**src/rtl/adc_seq.sv**
```systemverilog
// adc_seq: ADC channel sequencer for the real-time-status stage.
//
// Round-robins through up to six analog channels (0 pvin, 1 iout1, 2 iout2,
// 3 vout, 4 temp, 5 vcc). For each channel it drives the analog mux, waits
// SETTLE cycles, fires one adc_start pulse and then waits for adc_done. The
// result goes out as a single-cycle wr_len / wr_wdata / wr_chan write strobe.
//
// Optional feature: define ADC_SEQ_TIMEOUT_EN to compile in the conversion
// timeout. With it, a conversion not completed within TIMEOUT cycles after
// adc_start sets the sticky seq_err and skips the write. Without it, CONVERT
// waits indefinitely and seq_err stays 0.
//
// Ports:
//   wr_clk      in   sole clock, rising edge
//   reset       in   synchronous, active-high
//   enable      in   run sequencer
//   chan_mask   in   [5:0] per-channel enable
//   err_clr     in   clears sticky seq_err
//   adc_done    in   conversion-complete pulse
//   adc_result  in   [IWIDTH-1:0] result, valid with adc_done
//   adc_mux     out  [2:0] analog mux select (current channel)
//   adc_start   out  one-cycle conversion start
//   wr_len      out  one-cycle result write strobe
//   wr_wdata    out  [IWIDTH-1:0] captured result
//   wr_chan     out  [2:0] channel of wr_wdata
//   frame_done  out  one-cycle pulse after the last enabled channel of a round
//   seq_err     out  sticky conversion-timeout flag
module adc_seq #(
  parameter int IWIDTH  = 10,
  parameter int SETTLE  = 4,
  parameter int TIMEOUT = 255
) (
  input  logic              wr_clk,
  input  logic              reset,
  input  logic              enable,
  input  logic [5:0]        chan_mask,
  input  logic              err_clr,
  input  logic              adc_done,
  input  logic [IWIDTH-1:0] adc_result,
  output logic [2:0]        adc_mux,
  output logic              adc_start,
  output logic              wr_len,
  output logic [IWIDTH-1:0] wr_wdata,
  output logic [2:0]        wr_chan,
  output logic              frame_done,
  output logic              seq_err
);

  // One counter serves both the settle wait and the conversion timeout.
  localparam int CNT_MAX = (SETTLE > TIMEOUT) ? SETTLE : TIMEOUT;
  localparam int CNT_W   = $clog2(CNT_MAX + 1);

  typedef enum logic [2:0] {IDLE, SELECT, CONVERT, WRITE, NEXT} state_t;

  state_t            state_q, state_d;
  logic [CNT_W-1:0]  cnt_q, cnt_d;
  logic [2:0]        chan_d;
  logic              start_d;
  logic              wlen_d;
  logic              fdone_d;
  logic              err_set;
  logic [IWIDTH-1:0] wdata_d;
  logic [2:0]        wchan_d;
  logic [3:0]        nxt;
  logic              frame_wrap;

  function automatic logic [2:0] first_chan(input logic [5:0] mask);
    first_chan = 3'd0;
    for (int i = 5; i >= 0; i--) begin
      if (mask[i]) first_chan = 3'(i);
    end
  endfunction

  // Returns {wrapped, channel}: next set bit above cur, modulo 6. A search
  // that lands at or below cur (single-channel mask included) has wrapped.
  function automatic logic [3:0] next_chan(input logic [5:0] mask, input logic [2:0] cur);
    logic [2:0] idx;
    logic       found;
    next_chan = {1'b1, cur};
    found     = 1'b0;
    for (int i = 1; i <= 6; i++) begin
      idx = 3'((int'(cur) + i) % 6);
      if (!found && mask[idx]) begin
        found     = 1'b1;
        next_chan = {(idx <= cur), idx};
      end
    end
  endfunction

  assign nxt = next_chan(chan_mask, adc_mux);

  // frame_done is registered, so the wrap decision is looked ahead on the
  // transition into NEXT; it is suppressed when NEXT is going to stop.
  assign frame_wrap = enable && (chan_mask != 6'd0) && nxt[3];

  always_comb begin
    state_d = state_q;
    cnt_d   = cnt_q;
    chan_d  = adc_mux;
    start_d = 1'b0;
    wlen_d  = 1'b0;
    fdone_d = 1'b0;
    err_set = 1'b0;
    wdata_d = wr_wdata;
    wchan_d = wr_chan;
    case (state_q)
      IDLE: begin
        if (enable && (chan_mask != 6'd0)) begin
          chan_d  = first_chan(chan_mask);
          cnt_d   = '0;
          state_d = SELECT;
        end
      end
      SELECT: begin
        if (cnt_q == CNT_W'(SETTLE - 1)) begin
          cnt_d   = '0;
          start_d = 1'b1;
          state_d = CONVERT;
        end else begin
          cnt_d = cnt_q + CNT_W'(1);
        end
      end
      CONVERT: begin
        // adc_start is high only in the first CONVERT cycle, so it doubles
        // as the "ignore adc_done now" qualifier.
        if (!adc_start && adc_done) begin
          wdata_d = adc_result;
          wchan_d = adc_mux;
          wlen_d  = 1'b1;
          cnt_d   = '0;
          state_d = WRITE;
        end
`ifdef ADC_SEQ_TIMEOUT_EN
        else if (cnt_q == CNT_W'(TIMEOUT)) begin
          err_set = 1'b1;
          fdone_d = frame_wrap;
          cnt_d   = '0;
          state_d = NEXT;
        end else begin
          cnt_d = cnt_q + CNT_W'(1);
        end
`endif
      end
      WRITE: begin
        fdone_d = frame_wrap;
        state_d = NEXT;
      end
      NEXT: begin
        if (!enable || (chan_mask == 6'd0)) begin
          state_d = IDLE;
        end else begin
          chan_d  = nxt[2:0];
          cnt_d   = '0;
          state_d = SELECT;
        end
      end
      default: state_d = IDLE;
    endcase
  end

  // Register stage: every output comes straight from a flop.
  always_ff @(posedge wr_clk) begin
    if (reset) begin
      state_q    <= IDLE;
      cnt_q      <= '0;
      adc_mux    <= 3'd0;
      adc_start  <= 1'b0;
      wr_len     <= 1'b0;
      wr_wdata   <= '0;
      wr_chan    <= 3'd0;
      frame_done <= 1'b0;
      seq_err    <= 1'b0;
    end else begin
      state_q    <= state_d;
      cnt_q      <= cnt_d;
      adc_mux    <= chan_d;
      adc_start  <= start_d;
      wr_len     <= wlen_d;
      wr_wdata   <= wdata_d;
      wr_chan    <= wchan_d;
      frame_done <= fdone_d;
      // A new timeout beats a simultaneous clear.
      seq_err    <= err_set | (seq_err & ~err_clr);
    end
  end

endmodule

```
**config.mk**
```make
export PLATFORM = sky130hd
export DESIGN_NAME = adc_seq
export DESIGN_NICKNAME = d
export VERILOG_FILES = /design/src/rtl/adc_seq.sv
export SDC_FILE = /design/constraint.sdc
export NUM_CORES = 1
export LEC_CHECK = 0
export CAP_MARGIN = 10
export CORE_ASPECT_RATIO = 0.7
export CORE_MARGIN = 2
export CORE_UTILIZATION = 55
export CTS_CLUSTER_DIAMETER = 150
export CTS_CLUSTER_SIZE = 10
export DETAILED_ROUTE_END_ITERATION = 10
export GPL_ROUTABILITY_DRIVEN = 0
export PLACE_DENSITY = 0.84
export SYNTH_ARGS = -nofsm -noshare
export SYNTH_HDL_FRONTEND = slang
export SYNTH_SLANG_ARGS = --single-unit
```
**constraint.sdc**
```tcl
create_clock -name wr_clk -period 5.2 [get_ports wr_clk]
set_input_delay 0.52 -clock wr_clk [delete_from_list [all_inputs] [get_ports wr_clk]]
set_output_delay 0.52 -clock wr_clk [all_outputs]
set_load 0.005 [all_outputs]
```
# Yosys cells after proc, flatten, opt, wreduce, memory -nomap -nowiden
# Cells that the tools add are included.
# W data, S select, Z words.
word_totals:
  rom_bits: 0
  out_inout_bits: 20
  ff_bits: 31
  input_bits: 21
  elab_cells: 121
  latchBits: 0
  ramBits: 0
  n_memories: 0
classes:
  n_eq_ne: 10
  div_mod_pow: 6
  reduce_logical: 28
  bitwise: 5
  n_lt_le_gt_ge: 12
  n_mux: 44
  n_addsub: 7
  n_mul: 0
  n_shift: 0
op_table:
  columns: ["cell", "n"]
  rows:
  - ["$mod A32 B4 Y32 const B", 6]
  - ["$mux W3", 11]
  - ["$mux W8", 4]
  - ["$pmux W8 S4", 1]
  - ["$lt A3 B4 Y1 const B", 6]
  - ["$mux W4", 6]
  - ["$bmux W1 S3", 6]
  - ["$le A3 B3 Y1", 6]
  - ["$pmux W3 S5", 1]
  - ["$mux W1", 14]
  - ["$add A3 B3 Y4 const B", 3]
  - ["$add A3 B2 Y4 const B", 2]
  - ["$add A8 B1 Y8 const B", 1]
  - ["$eq A8 B2 Y1 const B", 1]
  - ["$logic_and A1 B1 Y1", 8]
  - ["$ne A2 B2 Y1 const B", 4]
  - ["$reduce_and A4 Y1", 2]
  - ["$logic_not A1 Y1", 7]
  - ["$ne A7 B7 Y1 const B", 1]
  - ["$eq A3 B2 Y1 const B", 2]
  - ["$logic_not A6 Y1", 1]
  - ["$pmux W3 S2", 1]
  - ["$reduce_bool A6 Y1", 1]
  - ["$reduce_or A2 Y1", 3]
  - ["11 further kinds", 14]

# Logic depth before layout (Yosys ltp)
logic_depth:
  word_depth: 22
  depth_mapped: 17
  mapped_depth_nobuf: 15

# Worst setup path after synthesis
# No wires, ideal clock.
synth_path:
  path_kind: "register to register"
  from: "reg adc_mux[2]"
  to: "reg adc_mux[1]"
  stages_incl_launch_ff: 16
  slack_ps: 1491
  arrival_ps: 3565
  n_path_buf: 2
  setup_time_ps: 144
  required_ps: 5056
  cell_sequence: "dfxtp_1 buf_4 inv_1 ha_1 buf_2 nand2_2 nand2_1 ha_1 nand3b_4 and3_4 or3_1 o221a_2 o31a_1 o311a_1 o311ai_1 a311oi_1"
synth_between:
  elab_chain_len: 22
synth_lines:
  columns: ["element", "line_no", "text"]
  rows:
  - ["start, declared", "40", "output logic [2:0] adc_mux,"]
  - ["start signal, assigned", "176", "adc_mux <= chan_d;"]
  - ["$add A3 B1 Y4", "82", "idx = 3'((int'(cur) + i) % 6);"]
  - ["$mod A32 B4 Y32", "82", null]
  - ["$bmux W1 S3", "83", "if (!found && mask[idx]) begin"]
  - ["$mux W1 (implied by the code)", "83", null]
  - ["$mux W1", "83", null]
  - ["$logic_not A1 Y1", "83", null]
  - ["$logic_and A1 B1 Y1", "83", null]
  - ["$mux W1", "83", null]
  - ["[... 6 more ...]", null, null]
  - ["$logic_not A1 Y1", "83", null]
  - ["$logic_and A1 B1 Y1", "83", null]
  - ["$mux W1", "83", null]
  - ["$logic_not A1 Y1", "83", null]
  - ["$logic_and A1 B1 Y1", "83", null]
  - ["$mux W4", "83", null]
  - ["$mux W3", "149", "if (!enable || (chan_mask == 6'd0)) begin"]
  - ["$pmux W3 S2", "106", "case (state_q)"]
# Parallel ways exist; a longest one is shown, timed or not. The select of a mux whose other input is x is not followed.
# A chain may end at the register's enable or synchronous reset.

# Final worst setup path
layout_path:
  from: "reg adc_mux[2]"
  to: "reg adc_mux[2]"
# Same word-level chain as after synthesis.

==> run_results.csv <==
group,metric,value,unit
global_routing,grt_pass1_vias,2171,
timing,final.min_clock_period,4000,ps
hold_path,min-delay-start,"seq_err$_SDFF_PP0_",
timing,fmax,0.250,GHz
routing,drt_iter0_markers,323,
yosys,ys_types,68,
worst_setup_path,cp_data_arrival_time,4190,ps
routing,drc,0,
yosys,synthCells,319,
floorplan,initial_core_util,0.559,
routing,first_pass_iters,5,
timing,min_period_over_period,0.769,
yosys,synthArstFlopShare,0,
power_and_ir_drop,sw_frac_of_total,0.365,
floorplan,die_x,86.7,um
worst_setup_path,r2r-start,"adc_mux[2]$_SDFFE_PP0P_",
worst_setup_path,ff2ff_setup_slack,1200,ps
timing,setup_viol,0,
layout,drive_above_1_share,0.0810,
power_and_ir_drop,power_frac_seq,0.354,
clock_tree,clock_path_buffers,2,
yosys,ys_top_cells_by_area,"dfxtp_1 24%, ha_1 9.0%, mux2i_1 6.5%, nor2_1 6.1%, a21oi_1 3.2%",
yosys,yosys-top-cells-count,"43 x nor2_1, 31 x dfxtp_1, 19 x ha_1, 17 x a21oi_1, 17 x mux2i_1",
yosys,avgSynthCellArea,8.24,um^2
placed_design,dpl.hpwl,5060,um
clock_tree,cts_hold_buf,0,
timing,hold_viol,0,
floorplan,dieHeight,61.9,um
worst_setup_path,end_kind,"flip-flop",
global_routing,grt_max_degree,23,
yosys,synthesis.area,2630,um^2
floorplan,die_area,5360,um^2
worst_setup_path,critPathLaunchType,"flip-flop",
clock_tree,cts.sinks,31,
run_status,status,"finished clean",
power_and_ir_drop,pwr-share-clk,0.259,
timing,skew,4.69,ps
clock_tree,tritoncts,"yes",
floorplan,rows,21,
yosys,synth_seq_area_share,0.236,
clock_tree,clock_latency,280,ps
timing,fin_setup_tns,0,ps
placed_design,placed_area,3070,um^2
routing,wl,6700,um
clock_tree,cts-htree-levels,2,
power_and_ir_drop,power.total,0.698,mW
routing,vias,2555,
floorplan,ioPinCount,41,
placed_design,port_buffers,40,
routing,vias_per_cell,6.16,
global_routing,gr-total-overflow,0,
layout,nets,397,
yosys,yosysTopAreaCell,"dfxtp_1",
timing,final_max_slew_viol_count,0,
global_routing,grtUsageTotal,0.257,
yosys,synth_seq_cells,31,
power_and_ir_drop,switching_power,0.255,mW
floorplan,core,4700,um^2
job,maxCapViolCount,0,
yosys,yosys_warnings,0,
global_routing,antenna_found_initial,0,
clock_tree,cts_buffers,5,
yosys,yosys.cell_count.top_type,"nor2_1",
global_routing,grt_pass1_wl,10700,um
yosys,post-synth-top-area-fraction,0.236,
timing,max-slew-margin-rel,0.410,
timing,tightest_slew,882,ps
yosys,synth_edf_count,0,
clock_tree,cts.clk_slew.worst_paths,60,ps
timing,rsz0062_at_grt,"no",
worst_setup_path,critical_path.max_fanout,11,
yosys,synth-main-ff-cell,"dfxtp_1",
hold_path,min_to,"seq_err$_SDFF_PP0_",
yosys,syn_nets,359,
layout,final_cell_area,3150,um^2
layout,fillers,379,
hold_path,hold_path_depth,1,
clock_tree,cts_setup_buffers,0,
worst_setup_path,required,5400,ps
worst_setup_path,r2r_cells,13,
worst_setup_path,path_class,"flip-flop to flip-flop",
clock_tree,root_buffer,"clkbuf_8",
power_and_ir_drop,comb_power_share,0.386,
worst_setup_path,rr_endpoint,"adc_mux[2]$_SDFFE_PP0P_",
routing,final_antenna_net_count,0,
clock_tree,ctsResizeCount,0,
layout,area_growth,19.6,%
layout,num_antenna_cells,0,
power_and_ir_drop,leakage,1.26,nW
routing,wl_per_cell,16.2,um
power_and_ir_drop,ir_worst_vdd,0.146,mV
power_and_ir_drop,power.density,222,nW/um^2
hold_path,hold_class,"flip-flop to flip-flop",
power_and_ir_drop,p_int,0.443,mW
[final cells by class]
class	count	area (um^2)	share of cell area
Clock buffer	7	76.3	0.0243
Inverter	14	52.6	0.0167
Multi-Input combinational cell	261	1890	0.601
Clock inverter	1	5.00	0.00159
Sequential cell	31	621	0.197
Tap cell	57	71.3	0.0227
Timing Repair Buffer	44	430	0.137
[metrics by stage]
stage	util	hold WS [ps]	cells	setup slack, ps
4_1_cts	0.669	480	415	1270
6_report	0.669	480	415	1200
3_3_place_gp	0.652	463	407	1410
3_5_place_dp	0.652	471	407	1300
2_1_floorplan	-	462	319	1490
5_1_grt	0.669	491	415	952
[per-layer routing]
metal	GRT usage	vias up	share of wire
li1	-	1255	-
met1	0.382	1186	0.48
met2	0.360	108	0.41
met3	0.0845	6	0.10
met4	0.0580	0	0.0081
met5	0	-	0
[power groups by stage]
stage / sequential [mW] / combinational (mW) / clock [mW]
final: 0.247 / 0.270 / 0.181
after CTS: 0.247 / 0.260 / 0.183
after detailed placement: 0.252 / 0.258 / 0
after global routing: 0.248 / 0.291 / 0.197
after floorplan: 0.252 / 0.189 / 0
after global placement: 0.252 / 0.255 / 0
[critical path, stage by stage, from the launching register on]
cell       delay [ps]
dfxtp_1           310
inv_1             320
ha_1              490
nand2_2           140
nand2_1           100
ha_1              260
nand3b_4          190
and3_4            220
or4_4             550
nor3_4            280
nor4_2            120
a2111oi_4         520
o2111ai_1         210
a31oi_1           200
[how the worst max path moves through the flow]
stage                                  from                      end  slack, ps  cells past startpoint
finish              adc_mux[2]$_SDFFE_PP0P_  adc_mux[2]$_SDFFE_PP0P_       1200                     13
floorplan           adc_mux[2]$_SDFFE_PP0P_  adc_mux[1]$_SDFFE_PP0P_       1490                     15
CTS                 adc_mux[2]$_SDFFE_PP0P_  adc_mux[2]$_SDFFE_PP0P_       1270                     13
detailed placement  adc_mux[2]$_SDFFE_PP0P_  adc_mux[0]$_SDFFE_PP0P_       1300                     13
global route        adc_mux[0]$_SDFFE_PP0P_  adc_mux[2]$_SDFFE_PP0P_        950                     10
global placement    adc_mux[2]$_SDFFE_PP0P_  adc_mux[1]$_SDFFE_PP0P_       1410                     13
[flip-flops by register name, indices dropped and copies added, names as in the netlist, 3 cells and up]
name      count
cnt_q         8
adc_mux       3
state_q       3
wr_wdata     10
wr_chan       3
[placed cells by master (no fill, tap or decap), drive strengths merged, types with 4 or more instances in the layout]
cell type,count
a21oi,18
dfxtp,31
clkbuf,7
a211oi,5
o31ai,6
and3,6
inv,14
buf,4
ha,19
mux2i,17
nor2b,5
nor2,43
or4,4
mux2,5
o211ai,5
o21ai,17
xnor2,6
a31oi,4
nand3,8
nand2b,11
o21a,5
xor2,4
nor3,8
nand2,11
clkdlybuf4s50,40
or3,6
[kinds of logic (layout without fill, tap and decap cells)]
| family | count (synthesis) | after routing | synth area share |
|---|---|---|---|
| and+or+nand+nor | 124 | 124 | 0.264 |
| DFF | 31 | 31 | 0.236 |
| xor gates and xnor gates | 10 | 10 | 0.0362 |
| AOI/OAI and AO/OA | 86 | 86 | 0.243 |
| muxes | 22 | 22 | 0.0861 |
| buffers and inverters | 27 | 66 | 0.0452 |
| adders and majority gates | 19 | 19 | 0.0904 |
No activity file was read; power rests on OpenSTA's default activity.
